**src/rtl/dcache_miss_ctrl_pkg.sv**
```systemverilog
// Shared types and constants for the data-cache miss handler.
package dcache_miss_ctrl_pkg;

  localparam int unsigned LineW = 4;
  localparam int unsigned WordW = 16;

  typedef enum logic [2:0] {
    StIdle,
    StArb,
    StWb,
    StFill,
    StInstall
  } miss_state_t;

endpackage

```
**src/rtl/dcache_miss_ctrl.sv**
```systemverilog
// Data-cache miss handler: bus arbitration, dirty-victim writeback, 4-word line fill
// and install, stalling the pipe until the retried access hits.
module dcache_miss_ctrl
  import dcache_miss_ctrl_pkg::*;
#(
  parameter int unsigned AddrW = 13,
  parameter int unsigned TagW  = 5
) (
  input  logic                     clk,
  input  logic                     rst_n,
  input  logic                     re,
  input  logic                     we,
  input  logic [AddrW-1:0]         addr,
  input  logic                     hit,
  input  logic                     dirty,
  input  logic [TagW-1:0]          tag_in,
  input  logic [LineW*WordW-1:0]   victim_line,
  output logic                     d_rdy,
  output logic                     wdirty,
  output logic                     fill_we,
  output logic [LineW*WordW-1:0]   fill_line,
  output logic                     bus_req,
  input  logic                     bus_gnt,
  output logic                     mem_re,
  output logic                     mem_we,
  output logic [AddrW-1:0]         mem_addr,
  output logic [WordW-1:0]         mem_wdata,
  input  logic [WordW-1:0]         mem_rdata,
  input  logic                     mem_rdy,
  output logic                     read_miss,
  output logic                     write_miss
);

  localparam int unsigned IdxW = AddrW - 2 - TagW;

  miss_state_t                   state_q, state_d;
  logic [1:0]                    cnt_q, cnt_d;
  logic [AddrW-1:0]              addr_q, addr_d;
  logic                          dirty_q, dirty_d;
  logic [TagW-1:0]               tag_q, tag_d;
  logic [LineW-1:0][WordW-1:0]   victim_q, victim_d;
  logic [LineW-1:0][WordW-1:0]   buf_q, buf_d;
  logic                          rd_miss_q, rd_miss_d;
  logic                          wr_miss_q, wr_miss_d;

  always_ff @(posedge clk) begin
    if (!rst_n) begin
      state_q   <= StIdle;
      cnt_q     <= '0;
      addr_q    <= '0;
      dirty_q   <= 1'b0;
      tag_q     <= '0;
      victim_q  <= '0;
      buf_q     <= '0;
      rd_miss_q <= 1'b0;
      wr_miss_q <= 1'b0;
    end else begin
      state_q   <= state_d;
      cnt_q     <= cnt_d;
      addr_q    <= addr_d;
      dirty_q   <= dirty_d;
      tag_q     <= tag_d;
      victim_q  <= victim_d;
      buf_q     <= buf_d;
      rd_miss_q <= rd_miss_d;
      wr_miss_q <= wr_miss_d;
    end
  end

  always_comb begin
    state_d   = state_q;
    cnt_d     = cnt_q;
    addr_d    = addr_q;
    dirty_d   = dirty_q;
    tag_d     = tag_q;
    victim_d  = victim_q;
    buf_d     = buf_q;
    rd_miss_d = rd_miss_q;
    wr_miss_d = wr_miss_q;
    d_rdy     = 1'b0;
    wdirty    = 1'b0;
    fill_we   = 1'b0;
    bus_req   = 1'b0;
    mem_re    = 1'b0;
    mem_we    = 1'b0;
    mem_addr  = '0;
    mem_wdata = '0;

    unique case (state_q)
      StIdle: begin
        d_rdy  = ~(re | we) | hit;
        wdirty = we & hit;
        if ((re | we) && !hit) begin
          addr_d    = addr;
          dirty_d   = dirty;
          tag_d     = tag_in;
          victim_d  = victim_line;
          // A simultaneous read and write is serviced as a write.
          rd_miss_d = ~we;
          wr_miss_d = we;
          state_d   = StArb;
        end
      end
      StArb: begin
        bus_req = 1'b1;
        if (bus_gnt) begin
          cnt_d   = '0;
          state_d = dirty_q ? StWb : StFill;
        end
      end
      StWb: begin
        bus_req   = 1'b1;
        mem_we    = 1'b1;
        mem_addr  = {tag_q, addr_q[IdxW+1:2], cnt_q};
        mem_wdata = victim_q[cnt_q];
        if (mem_rdy) begin
          cnt_d = cnt_q + 2'd1;
          if (cnt_q == 2'd3) state_d = StFill;
        end
      end
      StFill: begin
        bus_req  = 1'b1;
        mem_re   = 1'b1;
        mem_addr = {addr_q[AddrW-1:2], cnt_q};
        if (mem_rdy) begin
          buf_d[cnt_q] = mem_rdata;
          cnt_d        = cnt_q + 2'd1;
          if (cnt_q == 2'd3) begin
            // Miss flags read as clear while the line installs.
            rd_miss_d = 1'b0;
            wr_miss_d = 1'b0;
            state_d   = StInstall;
          end
        end
      end
      StInstall: begin
        fill_we = 1'b1;
        state_d = StIdle;
      end
      default: state_d = StIdle;
    endcase
  end

  assign fill_line  = buf_q;
  assign read_miss  = rd_miss_q;
  assign write_miss = wr_miss_q;

endmodule
```
**config.mk**
```make
export PLATFORM = sky130hd
export DESIGN_NAME = dcache_miss_ctrl
export DESIGN_NICKNAME = d
export VERILOG_FILES = /design/src/rtl/dcache_miss_ctrl_pkg.sv /design/src/rtl/dcache_miss_ctrl.sv
export SDC_FILE = /design/constraint.sdc
export NUM_CORES = 1
export LEC_CHECK = 0
export CAP_MARGIN = 20
export CORE_ASPECT_RATIO = 0.8
export CORE_MARGIN = 4
export CORE_UTILIZATION = 45
export DETAILED_ROUTE_END_ITERATION = 8
export PLACE_DENSITY_LB_ADDON = 0.12
export SLEW_MARGIN = 10
export SYNTH_ARGS = -nofsm -noshare
export SYNTH_HDL_FRONTEND = slang
export SYNTH_SLANG_ARGS = --single-unit
```
**constraint.sdc**
```tcl
create_clock -name clk -period 2.5 [get_ports clk]
set_input_delay 0.625 -clock clk [delete_from_list [all_inputs] [get_ports clk]]
set_output_delay 0.625 -clock clk [all_outputs]
set_load 0.01 [all_outputs]
```
; Yosys cells after proc, flatten, opt, wreduce, memory -nomap -nowiden
; Index checks and enable logic that the tools add are counted.
[totals]
output_inout_bits = 101
register_bits = 154
input_bits = 106
word_cells = 78
[classes]
addsub = 1
mux = 30
n_reduce_logical = 13
n_eq_ne = 12
bitwise = 5
n_lt_le_gt_ge = 2
[op_table]
columns = op, n
row1 = 64-bit bitwise mux, 1
row2 = 16-bit 2-to-1 mux, 3
row3 = 16-bit binary-select mux with 2-bit select, 1
row4 = 16-bit demux with 2-bit select, 1
row5 = 13-bit case mux with 2 select lines, 1
row6 = 3-bit 2-to-1 mux, 6
row7 = "2-bit != test, second input constant", 6
row8 = 3-bit case mux with 4 select lines, 1
row9 = 1-bit 2-to-1 mux, 11
row10 = "3-bit by 2-bit == test with 1-bit output, second input constant", 2
row11 = 6-bit AND reduction, 1
row12 = 2-bit 2-to-1 mux, 2
row13 = 1-bit case mux with 2 select lines, 2
row14 = 2-bit case mux with 2 select lines, 1
row15 = 2-bit AND reduction, 2
row16 = 4-bit AND reduction, 1
row17 = 2-bit nonzero test, 2
row18 = "3-bit by 1-bit == test with 1-bit output, second input constant", 1
row19 = "3-bit == test, second input constant", 1
row20 = 3-bit logical NOT, 1
row21 = "2-bit by 3-bit less-than comparator with 1-bit output, second input constant", 1
row22 = 3-bit AND reduction, 1
row23 = 3-bit OR reduction, 1
row24 = "2-bit by 1-bit adder with 2-bit output, second input constant", 1
row25 = other kinds (9), 12

; Depth between registers and ports, before layout
; Gate-level depths: netlist of the first run.
[logic_depth]
word_depth = 5
mapped_depth = 9
depth_no_buf = 5

; Worst setup path before layout of the first run
; Ideal clock, no wire load.
[synth_timing]
path_type = reg2out
startpoint = reg cnt_q[0]
endpoint = out mem_wdata[12]
arrival_time_ns = 1.480
required_ns = 1.875
path_stages_with_launch = 5
setup_slack_ns = 0.395
path_cell_list = dfxtp_1 buf_4 buf_2 mux4_2 and2_1
[synth_via]
elab_chain_cells = 3
[synth_lines]
columns = item, line_no
row1 = "start, declared", dcache_miss_ctrl.sv:37  ; logic [1:0] cnt_q, cnt_d;
row2 = "start signal, assigned", dcache_miss_ctrl.sv:59  ; cnt_q <= cnt_d;
row3 = 16-bit binary-select mux with 2-bit select, dcache_miss_ctrl.sv:115  ; mem_wdata = victim_q[cnt_q];
row4 = 16-bit 2-to-1 mux (not written as such), dcache_miss_ctrl.sv:115
row5 = 16-bit 2-to-1 mux, dcache_miss_ctrl.sv:89  ; unique case (state_q)
row6 = "end, declared", dcache_miss_ctrl.sv:27  ; output logic [WordW-1:0] mem_wdata,
; No other way between the ends. The select of a mux whose other input is x is not followed.

; Worst setup path after layout of the first run
[layout_timing]
startpoint = in we
endpoint = out wdirty
[layout_via]
elab_chain_cells = 2
[layout_lines]
columns = item, line_no
row1 = "start, declared", dcache_miss_ctrl.sv:12  ; input logic we,
row2 = 1-bit AND, dcache_miss_ctrl.sv:92  ; wdirty = we & hit;
row3 = 1-bit 2-to-1 mux, dcache_miss_ctrl.sv:89
row4 = "end, declared", dcache_miss_ctrl.sv:19  ; output logic wdirty,
; No other way between the ends.

==> impl_metrics.yaml, run 1 <==
status:
  status: "completed"
final_layout:
  nNetsFinal: 1073
  regArea_mm2: 0.00305
  layout_commonest_cell: "nand2_1"
  fin_util_pct: 66.2
  diodes: 0
  area_growth_pct: 43.8
  final_cell_mix: "nand2_1 (301), clkdlybuf4s50_1 (178), dfxtp_1 (147)"
  multi_input_area_mm2: 0.00323
  fillerInstances: 1203
  drive_gt1_share_pct: 13.4
yosys:
  synth_edf_count: 0
  syn_inst: 757
  ys.warnings.count: 0
  synthFlopType: "dfxtp_1"
  ys_types: 33
  synth_async_sr_flop_share_pct: 0
  syn_nets: 867
  ys_seq_area_share_pct: 46.1
  synth_area_per_cell_um2: 8.73
  synth_seq_cells: 152
  syn_area_mm2: 0.00661
global_routing:
  grt_pass1_vias: 5806
  grt_pass1_wl_mm: 28.9
  grt_max_degree: 68
  met2_usage_pct: 34.9
  grtUsageMet3_pct: 6.88
  grt_usage_pct: 22.0
  use_met1_pct: 28.9
  antenna_found_initial: 0
  grt-ovfl-total: 0
  gr-max-usage-layer: "met2"
critical_path:
  critical_path_class: "in2out"
  cpLargestDelayFamily: "buffers and inverters"
  path_cells: "clkdlybuf4s50_1 > and3_1 > clkdlybuf4s50_1"
  critical_path.most_common_cell: "clkdlybuf4s50_1"
  worstSetupStartpointType: "input port"
  path_max_fanout: 3
  max_stage_delay_ns: 0.53
  critPathBufInv: 2
  critical_path_arrival_ns: 1.82
  worstPathRequired_ns: 1.88
  crit_slowest_cell: "clkdlybuf4s50_1"
  crit_path_end_kind: "output pin"
placed_design:
  dpl.hpwl_mm: 13.0
  portBuffers: 204
  routabilityCongestion: 0.822
  pre_cts_ws_ns: -0.118
timing:
  period_minus_slack_ns: 2.44
  period_share_pct: 97.6
  setup_viol_count_final: 0
  skew_ns: 0.00686
  worst_slack_ns: 0.0600
  hold_viol: 0
  maxClockFrequency_ghz: 0.410
  worst_pin_slew_ns: 0.532
  relSlewSlack_pct: 64.5
  slew_viol_final: 0
  grt_setup_unrepaired: "no"
clock_network:
  htreeDepth: 4
  clockBufferDepth: 2
  cts_hold_buffers: 0
  insertion_delay_ns: 0.42
  cts_buffers: 17
  cts_tree: "yes"
  root_buffer: "clkbuf_16"
  clkTransAtPathRegs_ns: 0.06
  clock-sinks: 152
pwr:
  p_comb_share_pct: 24.1
  pwr-share-seq_pct: 40.4
  leakage_nw: 3.58
  swShare_pct: 28.4
  ir_worst_vdd_mv: 0.535
  clockPowerShare_pct: 35.6
  power_density_mw_per_mm2: 732
  p_int_mw: 4.98
  p_sw_mw: 1.97
die:
  die_h_um: 116
  start_util_pct: 46.1
  die_area_mm2: 0.0167
  num_rows: 39
  coreArea_mm2: 0.0143
  die_w_um: 143
  io_pins: 207
detailed_routing:
  wl_mm: 18.5
  vias: 5787
  ant_nets: 0
  first_pass_iters: 4
  route.detailed.drc: 0
  wl_per_cell_um: 15.9
  vias_per_cell: 5.00
  drtIter0Drc: 284
flow_run:
  cap_violations: 0
worst_hold_path:
  hp-class: "reg2reg"
[registers in the layout (all words and copies together), names as in the netlist]
name,count
fill_line,64
victim_q,64
addr_q,11
tag_q,5
state_q,3
cnt_q,2
dirty_q,1
read_miss,1
write_miss,1
[per-stage QoR]
| stage | hold slack, ns | cells | setup TNS (ns) | total power [mW] | instance area [um^2] |
|---|---|---|---|---|---|
| after floorplan | 0.430 | 757 | 0 | 3.81 | 6610 |
| after global placement | 0.438 | 1115 | -0.0410 | 4.40 | 8840 |
| after detailed placement | 0.444 | 1115 | -0.118 | 4.47 | 8840 |
| after CTS | 0.453 | 1155 | -0.00155 | 6.97 | 9510 |
| after global routing | 0.467 | 1158 | 0 | 7.28 | 9500 |
| final | 0.449 | 1158 | 0 | 6.96 | 9500 |
[path summary, 6_finish.rpt]
check                                              from                          to  slack (ns)  cells after the start
worst max-delay path                                 we                      wdirty        0.06                      3
worst min-delay path             addr_q[4]$_SDFFE_PN0P_      addr_q[4]$_SDFFE_PN0P_        0.45                      2
worst max register to register  state_q[1]$_SDFFE_PN0P_  fill_line[33]$_SDFFE_PN0P_        0.77                      6
worst min register to register   addr_q[4]$_SDFFE_PN0P_      addr_q[4]$_SDFFE_PN0P_        0.45                      2
[power groups by stage]
stage               clock network [mW]  logic, mW  registers, mW
floorplan                            0      0.999           2.81
global placement                     0       1.57           2.83
detailed placement                   0       1.62           2.84
CTS                               2.52       1.66           2.80
global route                      2.60       1.85           2.84
finish                            2.47       1.67           2.81
[cells in the mapped netlist (5+ instances only)]
cell,number,area (um^2)
buf_4,17,128
dfxtp_1,152,3040
mux2i_1,10,100
mux4_2,16,360
clkbuf_1,18,67.6
nand2_1,302,1130
a21boi_1,35,263
inv_1,5,18.8
nor2_1,11,41.3
and2_1,26,163
a21boi_0,91,683
a21boi_2,20,225
buf_2,16,80.1
buf_6,5,56.3
[cell type report]
class | count | share of cell area, %
clock buffer | 22 | 4.88
tap | 184 | 2.42
sequential | 152 | 32.1
inverter | 5 | 0.197
multi-input combinational | 543 | 34.0
timing repair buffer | 244 | 25.3
clock inverter | 8 | 1.04
[logic make-up (layout without fill, tap and decap cells)]
| logic type | after synthesis | after routing | synth area share, % |
|---|---|---|---|
| AOI/OAI and AO/OA | 154 | 154 | 18.6 |
| muxes | 26 | 26 | 6.97 |
| xor gates and xnor gates | 1 | 1 | 0.133 |
| DFF | 152 | 152 | 46.1 |
| buffers and inverters | 62 | 279 | 5.36 |
| adders and majority gates | 4 | 4 | 0.757 |
| and+or+nand+nor | 358 | 358 | 22.2 |
[timing repair]
item                                   4_1_cts  5_1_grt
resized for setup                           56       21
endpoints found under the hold margin        0        0
buffers inserted                             9        4
pin swaps                                    2        0
gates cloned                                 1        0
setup endpoints to repair                   28       21
[tightest hold or removal path, stage by stage, from the launching register on]
cell and delay [ns]:
dfxtp_1 0.31, nand2_1 0.05, a21boi_1 0.05
[routing by layer]
metal  part of all wire [%]  wire length (um)
met1                     44              8190
met2                     46              8480
met3                    8.4              1550
met4                    1.3               239
met5                      0                 0
Power figures use the tool's default switching activity.
==> run 2, diff against run 1 <==
--- a/config.mk
+++ b/config.mk
@@ -11,6 +11,7 @@
 export CORE_UTILIZATION = 45
 export DETAILED_ROUTE_END_ITERATION = 8
 export PLACE_DENSITY_LB_ADDON = 0.12
+export RECOVER_POWER = 100
 export SLEW_MARGIN = 10
 export SYNTH_ARGS = -nofsm -noshare
 export SYNTH_HDL_FRONTEND = slang
==> run 2 against run 1 <==
Die area stayed put; hold slack is essentially flat; clock power hardly changed; combinational power about the same; sequential cell count stayed put; largest power group unchanged.
==> impl_metrics.yaml, run 2 (same netlist as run 1, synthesis figures left out) <==
timing:
  grt_setup_unrepaired: "no"
  relSlewSlack_pct: 49.9
  skew_ns: 0.00899
  setup_viol_count_final: 0
  slew_viol_final: 0
  worst_pin_slew_ns: 0.752
  worst_slack_ns: 0.0610
  period_share_pct: 97.6
  maxClockFrequency_ghz: 0.410
  period_minus_slack_ns: 2.44
  finalHoldWorstSlack_ns: 0.449
  finalSetupTns_ns: 0
  hold_viol: 0
global_routing:
  grt_usage_pct: 22.0
  grt_pass1_vias: 5806
  grt_max_degree: 68
  grt-ovfl-total: 0
  antenna_found_initial: 0
  grt_pass1_wl_mm: 28.9
critical_path:
  worstPathRequired_ns: 1.88
  critical_path_arrival_ns: 1.81
  path_max_fanout: 3
  reg2reg_to: "fill_line[62]$_SDFFE_PN0P_"
  worstSetupStartpointType: "input port"
  worst-r2r-setup-slack_ns: 0.40
  reg2reg_depth: 6
  critical_path_class: "in2out"
  r2r-start: "state_q[1]$_SDFFE_PN0P_"
  crit_path_end_kind: "output pin"
clock_network:
  insertion_delay_ns: 0.42
  root_buffer: "clkbuf_16"
  cts_tree: "yes"
  clockBufferDepth: 2
  cts_buffers: 17
  clock-sinks: 152
  htreeDepth: 4
  clkTransAtPathRegs_ns: 0.06
die:
  start_util_pct: 46.1
  die_area_mm2: 0.0167
  die_h_um: 116
  io_pins: 207
  die_w_um: 143
  num_rows: 39
  coreArea_mm2: 0.0143
placed_design:
  dpl.hpwl_mm: 13.0
  portBuffers: 204
  post-place-cells: 1115
  pre_cts_ws_ns: -0.118
  routabilityCongestion: 0.822
final_layout:
  final_cell_mix: "nand2_1 (303), dfxtp_1 (147), a21boi_0 (136)"
  drive_gt1_share_pct: 10.6
  nNetsFinal: 1073
  layout_commonest_cell: "nand2_1"
  area_growth_pct: 41.7
  diodes: 0
  final_cells: 1158
detailed_routing:
  wl_per_cell_um: 15.9
  first_pass_iters: 4
  route.detailed.drc: 0
  ant_nets: 0
  wl_mm: 18.4
  vias: 5782
  drtIter0Drc: 266
  vias_per_cell: 4.99
worst_hold_path:
  holdPathEnd: "addr_q[4]$_SDFFE_PN0P_"
  holdPathStages: 2
  hp-start: "addr_q[4]$_SDFFE_PN0P_"
  hp-class: "reg2reg"
pwr:
  leakage_nw: 3.59
  ir_worst_vdd_mv: 0.535
  power.total_mw: 6.92
  power_density_mw_per_mm2: 739
status:
  status: "completed"
flow_run:
  cap_violations: 0
==> run 2: cell count changes in the layout (fill, tap and decap cells not counted), moves of 5 or more <==
| cell | delta |
|---|---|
| clkbuf_1 | +12 |
| and2_0 | +5 |
| a21boi_1 | -28 |
| clkdlybuf4s50_1 | -67 |
| a21boi_0 | +45 |
| a21boi_2 | -17 |
| dlymetal6s2s_1 | -8 |
| dlygate4sd3_1 | +67 |
| buf_4 | -9 |
==> run 2: repair_timing <==
action	4_1_cts	5_1_grt
endpoints found under the hold margin	0	0
cloned	1	0
pin swaps	2	0
buffers inserted	9	4
hold buffers	0	0
setup endpoints to repair	28	21
gates resized for setup	56	21
==> run 2: stage by stage <==
step	instance area (um^2)	util, %
finish	9360	65.3
floorplan	6610	-
detailed placement	8840	61.6
global route	9360	65.3
global placement	8840	61.6
CTS	9510	66.3
==> run 2: how the worst max path moves through the flow <==
stage | startpoint | depth (start not counted) | slack [ns] | endpoint
5_1_grt | state_q[2]$_SDFFE_PN0P_ | 4 | 0.0003 | mem_re
2_1_floorplan | cnt_q[0]$_SDFFE_PN0P_ | 4 | 0.39 | mem_wdata[12]
3_3_place_gp | we | 5 | -0.04 | d_rdy
6_report | we | 3 | 0.06 | wdirty
4_1_cts | cnt_q[0]$_SDFFE_PN0P_ | 4 | -0.002 | mem_wdata[12]
3_5_place_dp | we | 5 | -0.12 | d_rdy
==> run 2: layout make-up <==
type | count | area, um^2
timing repair buffer | 244 | 2330
inverter | 5 | 18.8
multi-input combinational | 543 | 3160
tap | 184 | 230
clock inverter | 8 | 98.8
sequential | 152 | 3050
clock buffer | 22 | 464
fill | 1241 | 4980
==> run 2: per-layer routing <==
| layer | track usage [%] | wire length (um) | part of all wire [%] |
|---|---|---|---|
| met3 | 6.88 | 1510 | 8.2 |
| met5 | 0 | 0 | 0 |
| met4 | 6.96 | 204 | 1.1 |
| met1 | 28.9 | 8230 | 45 |
| met2 | 34.9 | 8470 | 46 |
==> run 2: critical path, cell delays in order <==
cell and delay, ns:
clkdlybuf4s50_1 0.50, and3_1 0.16, clkdlybuf4s50_1 0.53
==> run 2: report_power, final <==
part / internal [mW] / leakage [nW] / switching [mW]
registers: 2.66 / 1.24 / 0.143
clock network: 1.51 / 0.272 / 0.961
logic: 0.786 / 2.08 / 0.858
total: 4.96 / 3.59 / 1.96
==> run 3, diff against run 2 <==
--- a/config.mk
+++ b/config.mk
@@ -7,7 +7,6 @@
 export LEC_CHECK = 0
 export CAP_MARGIN = 20
 export CORE_ASPECT_RATIO = 0.8
-export CORE_MARGIN = 4
 export CORE_UTILIZATION = 45
 export DETAILED_ROUTE_END_ITERATION = 8
 export PLACE_DENSITY_LB_ADDON = 0.12
==> run 3 against run 2 <==
Hold slack better by 0.0064 ns; clock-buffer cell count is 2 lower; clock power is 4% higher; critical path type is now reg2out; highest routed layer unchanged.
==> impl_metrics.yaml, run 3 (same netlist as run 1, synthesis figures left out) <==
clock_network:
  clockBufferDepth: 2
  cts_tree: "yes"
  clock-sinks: 152
  insertion_delay_ns: 0.42
  cts_buffers: 17
  htreeDepth: 4
  root_buffer: "clkbuf_16"
  clkTransAtPathRegs_ns: 0.06
global_routing:
  grt-ovfl-total: 0
  grt_pass1_vias: 5679
  gr-max-usage-layer: "met2"
  use_met1_pct: 31.0
  grt_max_degree: 73
  antenna_found_initial: 0
  met2_usage_pct: 39.6
  grt_usage_pct: 24.2
  grt_pass1_wl_mm: 27.9
  grtUsageMet3_pct: 6.22
detailed_routing:
  wl_per_cell_um: 15.3
  drtIter0Drc: 330
  vias_per_cell: 5.02
  first_pass_iters: 4
  vias: 5845
  route.detailed.drc: 0
  wl_mm: 17.8
  ant_nets: 0
critical_path:
  crit_path_end_kind: "output pin"
  worstPathRequired_ns: 1.88
  path_max_fanout: 5
  worstSetupStartpointType: "flip-flop"
  critical_path_arrival_ns: 1.87
  critical_path_class: "reg2out"
final_layout:
  layout_commonest_cell: "nand2_1"
  diodes: 0
  drive_gt1_share_pct: 12.3
  fin_util_pct: 66.2
  area_growth_pct: 43.3
  fillerInstances: 1165
  final_area_mm2: 0.00947
  final_cell_mix: "nand2_1 (301), dfxtp_1 (148), a21boi_0 (134)"
  nNetsFinal: 1080
die:
  io_pins: 207
  start_util_pct: 46.2
  die_area_mm2: 0.0152
  coreArea_mm2: 0.0143
  num_rows: 39
  die_h_um: 110
  die_w_um: 137
timing:
  slew_viol_final: 0
  relSlewSlack_pct: 16.8
  period_minus_slack_ns: 2.50
  worst_pin_slew_ns: 1.25
  finalHoldWorstSlack_ns: 0.455
  period_share_pct: 100
  skew_ns: 0.00739
  grt_setup_unrepaired: "yes"
  maxClockFrequency_ghz: 0.400
  hold_viol: 0
  setup_viol_count_final: 0
flow_run:
  cap_violations: 0
pwr:
  power_density_mw_per_mm2: 744
  leakage_nw: 3.79
  ir_worst_vdd_mv: 0.660
placed_design:
  portBuffers: 204
  dpl-instance-area_mm2: 0.00883
  dpl.hpwl_mm: 12.3
  routabilityCongestion: 0.831
worst_hold_path:
  hp-class: "reg2reg"
status:
  status: "completed"
run 3: worst paths after layout:
path	from	endpoint	slack, ns	cells after the start
worst max-delay path	cnt_q[0]$_SDFFE_PN0P_	mem_wdata[13]	0.001	6
worst min-delay path	fill_line[7]$_SDFFE_PN0P_	fill_line[7]$_SDFFE_PN0P_	0.46	2
worst max register to register	state_q[2]$_SDFFE_PN0P_	victim_q[52]$_SDFFE_PN0P_	0.41	7
worst min register to register	fill_line[7]$_SDFFE_PN0P_	fill_line[7]$_SDFFE_PN0P_	0.46	2
run 3: repair_timing:
item | in CTS | in global routing
endpoints found under the setup margin | 26 | 23
cloned | 1 | 0
hold buffers | 0 | 0
setup buffers | 13 | 9
pin swaps | 5 | 2
gates resized for setup | 69 | 19
run 3: final cells by class:
type,instances,area [um^2],share of cell area [%]
multi-input cells,543,3170,33.5
flip-flops and latches,152,3050,32.2
repair buffers,251,2410,25.5
clock buffers,20,457,4.82
well taps,184,230,2.43
clock inverters,10,128,1.35
inverters,5,18.8,0.198
run 3: per-layer routing:
layer	share of wire [%]	wire length [um]
met5	0	0
met4	1.3	225
met3	6.5	1160
met2	47	8390
met1	45	8020
run 3: power breakdown:
| part | switching [mW] | total (mW) | internal (mW) |
|---|---|---|---|
| clock network | 0.966 | 2.57 | 1.60 |
| registers | 0.136 | 2.80 | 2.66 |
| logic | 0.852 | 1.67 | 0.821 |
| total | 1.95 | 7.04 | 5.09 |
run 3: metrics by stage:
step / TNS [ns] / worst slack [ns] / power [mW] / std cells
3_5_place_dp: -0.109 / -0.109 / 4.46 / 1113
3_3_place_gp: -0.0436 / -0.0436 / 4.41 / 1113
5_1_grt: -0.657 / -0.0660 / 7.42 / 1165
6_report: 0 / 0.00105 / 7.04 / 1165
2_1_floorplan: 0 / 0.395 / 3.81 / 757
4_1_cts: -0.0963 / -0.0426 / 7.08 / 1157
run 3: worst max-delay path, stage by stage, from the launching register on:
cell,delay (ns)
dfxtp_4,0.38
buf_12,0.11
buf_12,0.12
buf_6,0.10
mux4_2,0.48
and2_1,0.14
buf_2,0.13
